[config.mk]
export PLATFORM = sky130hd
export DESIGN_NAME = ysyx_22040127_ifu
export DESIGN_NICKNAME = d
export VERILOG_FILES = /design/src/rtl/ysyx_22040127_ifu.sv
export SDC_FILE = /design/constraint.sdc
export NUM_CORES = 1
export LEC_CHECK = 0
export CAP_MARGIN = 20
export CORE_UTILIZATION = 42
export DETAILED_ROUTE_END_ITERATION = 12
export PLACE_DENSITY_LB_ADDON = 0.15
export SETUP_SLACK_MARGIN = 0.4
export SLEW_MARGIN = 20
export SYNTH_ARGS = -nofsm -noshare
export SYNTH_HDL_FRONTEND = slang
export SYNTH_SLANG_ARGS = --single-unit
[constraint.sdc]
create_clock -name clk -period 5.4 [get_ports clk]
set_clock_uncertainty 0.15 [all_clocks]
set_input_delay 0.81 -clock clk [delete_from_list [all_inputs] [get_ports clk]]
set_output_delay 0.81 -clock clk [all_outputs]
set_load 0.01 [all_outputs]
[src/rtl/ysyx_22040127_ifu.sv]
// Instruction fetch stage: owns the PC, keeps one imem request in flight and
// hands fetched instructions to decode. Redirects from ID and WB cancel in-flight work.
module ysyx_22040127_ifu #(
  parameter logic [31:0] RESET_PC = 32'h80000000
) (
  input  logic        clk,
  input  logic        rst,
  input  logic        id_allowin,
  input  logic        id_branch_taken,
  input  logic [31:0] id_branch_result,
  input  logic        wb_mret,
  input  logic [31:0] wb_mepc,
  output logic        imem_req_valid,
  input  logic        imem_req_ready,
  output logic [31:0] imem_req_addr,
  input  logic        imem_resp_valid,
  input  logic [63:0] imem_resp_data,
  output logic        if_to_id_valid,
  output logic [63:0] if_to_id_bus,
  output logic [31:0] if_pc
);

  typedef enum logic [1:0] {
    IDLE = 2'd0,
    REQ  = 2'd1,
    WAIT = 2'd2,
    HOLD = 2'd3
  } state_t;

  state_t      state_reg, state_next;
  logic [31:0] pc_reg, pc_next;
  logic [31:0] inst_reg, inst_next;
  logic        drop_reg, drop_next;

  logic        redir;
  logic [31:0] redir_target;
  logic        kill_inst;

  // WB is older than ID, so its redirect takes priority.
  assign redir        = wb_mret | id_branch_taken;
  assign redir_target = wb_mret ? wb_mepc : id_branch_result;

  always_ff @(posedge clk) begin
    if (rst) begin
      state_reg <= IDLE;
      pc_reg    <= RESET_PC;
      inst_reg  <= 32'h0;
      drop_reg  <= 1'b0;
    end else begin
      state_reg <= state_next;
      pc_reg    <= pc_next;
      inst_reg  <= inst_next;
      drop_reg  <= drop_next;
    end
  end

  always_comb begin
    state_next = state_reg;
    pc_next    = pc_reg;
    inst_next  = inst_reg;
    drop_next  = drop_reg;
    if (redir) begin
      pc_next = redir_target;
    end
    case (state_reg)
      IDLE: state_next = REQ;
      REQ: begin
        // A redirect without acceptance simply retargets the pending request.
        if (imem_req_ready) begin
          state_next = WAIT;
          drop_next  = redir;
        end
      end
      WAIT: begin
        if (imem_resp_valid) begin
          drop_next = 1'b0;
          if (drop_reg || redir) begin
            state_next = REQ;
          end else begin
            inst_next  = pc_reg[2] ? imem_resp_data[63:32] : imem_resp_data[31:0];
            state_next = HOLD;
          end
        end else if (redir) begin
          drop_next = 1'b1;
        end
      end
      HOLD: begin
        if (redir) begin
          inst_next  = 32'h0;
          state_next = REQ;
        end else if (id_allowin) begin
          pc_next    = pc_reg + 32'd4;
          state_next = REQ;
        end
      end
      default: state_next = IDLE;
    endcase
  end

  // Instruction being redirected away is turned into a bubble the same cycle.
  assign kill_inst = (state_reg == HOLD) && redir;

  assign imem_req_valid = ~rst && (state_reg == REQ);
  assign imem_req_addr  = {pc_reg[31:3], 3'b000};
  assign if_to_id_valid = ~rst && (state_reg == HOLD);
  assign if_to_id_bus   = rst ? 64'h0 : {(kill_inst ? 32'h0 : inst_reg), pc_reg};
  assign if_pc          = pc_reg;

endmodule

After elaboration in Yosys (flattened, before gate mapping)

Index checks and enable logic that the tools add are counted.

Register bits after elaboration: 67
Bits of input ports: 135

Add/sub/neg operators: 1
Eq/ne operators: 9
Mux-type cells: 22
Bitwise operators: 2
Reductions and logical operators: 10

Operators by type and width:

| operator                                      | number |
|---|---|
| 2-to-1 mux 32 bit                             | 10 |
| 2-to-1 mux 64 bit                             | 1 |
| one-hot mux 32 bit (2 select lines)           | 1 |
| adder 32 x 3 -> 32 bit, second input constant | 1 |
| 2-to-1 mux 2 bit                              | 5 |
| != test 2 bit, second input constant          | 4 |
| one-hot mux 2 bit (4 select lines)            | 1 |
| != test 3 bit, second input constant          | 2 |
| AND reduction 3 bit                           | 2 |
| == test 2 bit, second input constant          | 2 |
| AND reduction 4 bit                           | 1 |
| nonzero test 2 bit                            | 2 |
| logical AND 1 bit                             | 3 |
| 2-to-1 mux 1 bit                              | 3 |
| == test 2 x 1 -> 1 bit, second input constant | 1 |
| logical NOT 2 bit                             | 1 |
| one-hot mux 1 bit (2 select lines)            | 1 |
| logical OR 1 bit                              | 1 |
| NOT 1 bit                                     | 1 |
| bitwise OR 1 bit                              | 1 |

Depth between registers and ports, before layout

Depth after elaboration: 5
Mapped depth: 8
Gate-level depth less buffers: 7

Least setup slack after synthesis

Ideal clock, no wire load.

Kind: in2out
From: input port wb_mret
To: output port if_to_id_bus[32]
Arrival time: 1.864 ns
Required time: 4.440 ns
Slack: 2.576 ns
Stages on the path: 5
Path buffers: 1
Cell sequence: or2_2 -> and2_1 -> clkbuf_1 -> nor2_1 -> and2_1

Longest elaborated chain between the ends: 4

Ends and longest elaborated chain:

| what               | line | RTL |
|---|---|---|
| start: declaration | 11   | `input logic wb_mret,` |
| bitwise OR 1 bit   | 40   | `assign redir = wb_mret \| id_branch_taken;` |
| logical AND 1 bit  | 101  | `assign kill_inst = (state_reg == HOLD) && redir;` |
| 2-to-1 mux 32 bit  | 106  | `assign if_to_id_bus = rst ? 64'h0 : {(kill_inst ? 32'h0 : inst_reg), pc_reg};` |
| 2-to-1 mux 64 bit  | 106  |  |
| end: declaration   | 19   | `output logic [63:0] if_to_id_bus,` |

No other way between the ends.

Worst setup path in the final report

From: register state_reg[1]
To: output port if_to_id_bus[63]

Longest elaborated chain between the ends: 4

Ends and longest elaborated chain:

| what                     | line | RTL |
|---|---|---|
| start: declaration       | 30   | `state_t state_reg, state_next;` |
| start signal: assignment | 50   | `state_reg <= state_next;` |
| == test 2 bit            | 101  |  |
| logical AND 1 bit        | 101  |  |
| 2-to-1 mux 32 bit        | 106  |  |
| 2-to-1 mux 64 bit        | 106  |  |

No other way between the ends.

==> impl_metrics.yaml <==
run_status:
  outcome: "completed"
sta:
  min_period_over_period: 0.786
  rsz0062_at_grt: "false"
  maxSlewViolCount: 0
  hold_violations: 0
  fin_crit_ns: 4.25
  setup_viol: 0
  worst_hold_slack_ns: 0.346
  tns_ns: 0
  fmax_mhz: 235
  slew_headroom: 0.301
  tightest_slew_ns: 1.05
floorplan:
  dieWidth_um: 107
  io_pins: 265
  start_util: 0.430
  std_cell_rows: 38
  die_height_um: 107
  dieArea_mm2: 0.0115
  coreArea_mm2: 0.0108
setup_path:
  path_max_fanout: 23
  ff2ff_path_depth: 6
  worstSetupStartpointType: "register"
  critical_path_required_ns: 4.44
  r2r-start: "state_reg[1]"
  crit_start: "state_reg[1]"
  endpoint_kind: "output port"
  crit_arrival_ns: 3.29
  path_class: "register to output port"
power_and_ir_drop:
  p_leak_uw: 0.00264
  peakVddDrop_mv: 0.0935
  combPwrFrac: 0.281
  power_uw: 1300
  p_int_uw: 926
  p_sw_uw: 378
  p_per_area_mw_per_mm2: 181
  switching_share: 0.290
  seq_power_share: 0.422
  pwr-share-clk: 0.298
detailed_routing:
  wl_per_cell_um: 15.4
  drt-initial-drc-count: 261
  ant_nets: 0
  via_count: 5048
  wirelength_um: 14600
  drc: 0
  drt-pass1-iter-count: 5
  viasPerCell: 5.32
logic_synthesis:
  synth_most_common_cell: "nor2_1"
  yosys.area.top_type_share: 0.288
  ys_seq_area_frac: 0.288
  syn-cell-area_mm2: 0.00466
  netlist_instances: 602
  synth-edff-count: 0
  synth_cell_types: 54
  async_flop_share: 0
  yosysTopAreaCell: "dfxtp_1"
  ys_top_cells_by_count: "nor2_1, dfxtp_1, a21oi_1, mux2i_1, nand2_1"
  ys_ff_latch: 67
  synth-main-ff-cell: "dfxtp_1"
  synth_area_leaders: "dfxtp_1, mux2i_1, nor2_1, buf_4, o22ai_2"
  synth_warnings: 0
  syn_area_per_cell_um2: 7.74
cts:
  cts_setup_buffers: 0
  holdBufCountCts: 0
  cts-buffers-inserted: 9
  root_buffer: "clkbuf_8"
  htree_levels: 3
  post_cts_resize_count: 0
  clkSinkCount: 67
  cts.path.max_buffers: 2
  cts_tree: "done"
  path_clk_slew_ns: 0.08
  clock_latency_ns: 0.35
placement:
  dp.final_hpwl_um: 10600
  gp_congestion: 0.775
  placedCellCount: 932
  io_buffers: 261
finish:
  area_growth_syn_to_layout_pct: 54.8
  fin_nets: 942
  antennaDiodeCount: 0
  layout-drive-gt1-share: 0.0631
  final_cell_count_no_fill: 948
worst_hold_path:
  worstHoldPathCells: 2
  hold_start: "inst_reg[1]"
  hold_class: "register to register"
global_route:
  grt_overflow_total: 0
  grt_pass1_wl_um: 22400
  first_global_vias: 4710
  grt_usage: 0.244
  grt_start_max_net_pins: 110
  antenna_found_initial: 0
job:
  drv_cap: 0
[stage by stage]
stage	setup slack, ns	area, um^2	util
final	1.15	7210	0.665
after global routing	0.854	7210	0.665
after CTS	1.10	7210	0.665
after detailed placement	1.37	7030	0.648
after global placement	1.45	7030	0.648
after floorplan	2.58	4670	-
[cells by family after synthesis]
group | Yosys count | share of synthesized area
multiplexers | 39 | 0.0838
flip-flops | 67 | 0.288
AO/OA/AOI/OAI | 124 | 0.193
XOR/XNOR | 17 | 0.0320
AND/OR/NAND/NOR | 260 | 0.286
other | 1 | 0.000805
adder cells (fa/ha/maj) | 4 | 0.0107
buffers and inverters | 90 | 0.106
[placed cells by master (no fill, tap or decap), types with 7 or more instances in the layout]
master             n
clkdlybuf4s50_1  258
nor2_1            84
dfxtp_1           66
a21oi_1           45
mux2i_1           39
nand2_1           36
nor2b_1           34
nand2b_1          23
o22ai_2           20
nor3_1            16
o21ai_0           14
inv_1             13
and2_1            13
nand4_1           12
clkbuf_8          11
and3_1            10
xor2_1            10
o22ai_1           10
nand3_1            8
xnor2_1            7
[power groups by stage]
stage	Clock, uW	Combinational [uW]	Sequential [uW]
3_5_place_dp	0	367	561
4_1_cts	399	368	549
6_report	388	366	550
2_1_floorplan	0	174	559
5_1_grt	419	394	553
3_3_place_gp	0	360	559
[cell type report]
class / count / area (um^2)
well taps: 140 / 175
flip-flops and latches: 67 / 1340
inverters: 13 / 48.8
multi-input cells: 447 / 2830
repair buffers: 265 / 2630
clock buffers: 12 / 155
clock inverters: 4 / 25.0
fillers: 958 / 3630
[path summary, 6_finish.rpt]
kind                                    endpoint  slack (ns)
worst min register to register       inst_reg[1]        0.35
worst max-delay path            if_to_id_bus[63]        1.15
worst max register to register         if_pc[15]        2.49
worst min-delay path                 inst_reg[1]        0.35
[metal layers]
metal / GRT usage / wire length, um / vias to the layer above / part of all wire
li1: - / - / 2462 / -
met1: 0.290 / 5880 / 2360 / 0.40
met2: 0.438 / 7350 / 211 / 0.50
met3: 0.0515 / 1150 / 15 / 0.079
met4: 0.0773 / 199 / 0 / 0.014
met5: 0 / 0 / - / 0
[critical path, stage by stage (launching register included)]
cell and delay, ns:
dfxtp_1 0.39, ha_1 0.69, and2_1 0.78, nor2_1 0.32
and2_1 0.27, clkdlybuf4s50_1 0.48
Note: power is estimated with default switching activity, not from simulation.
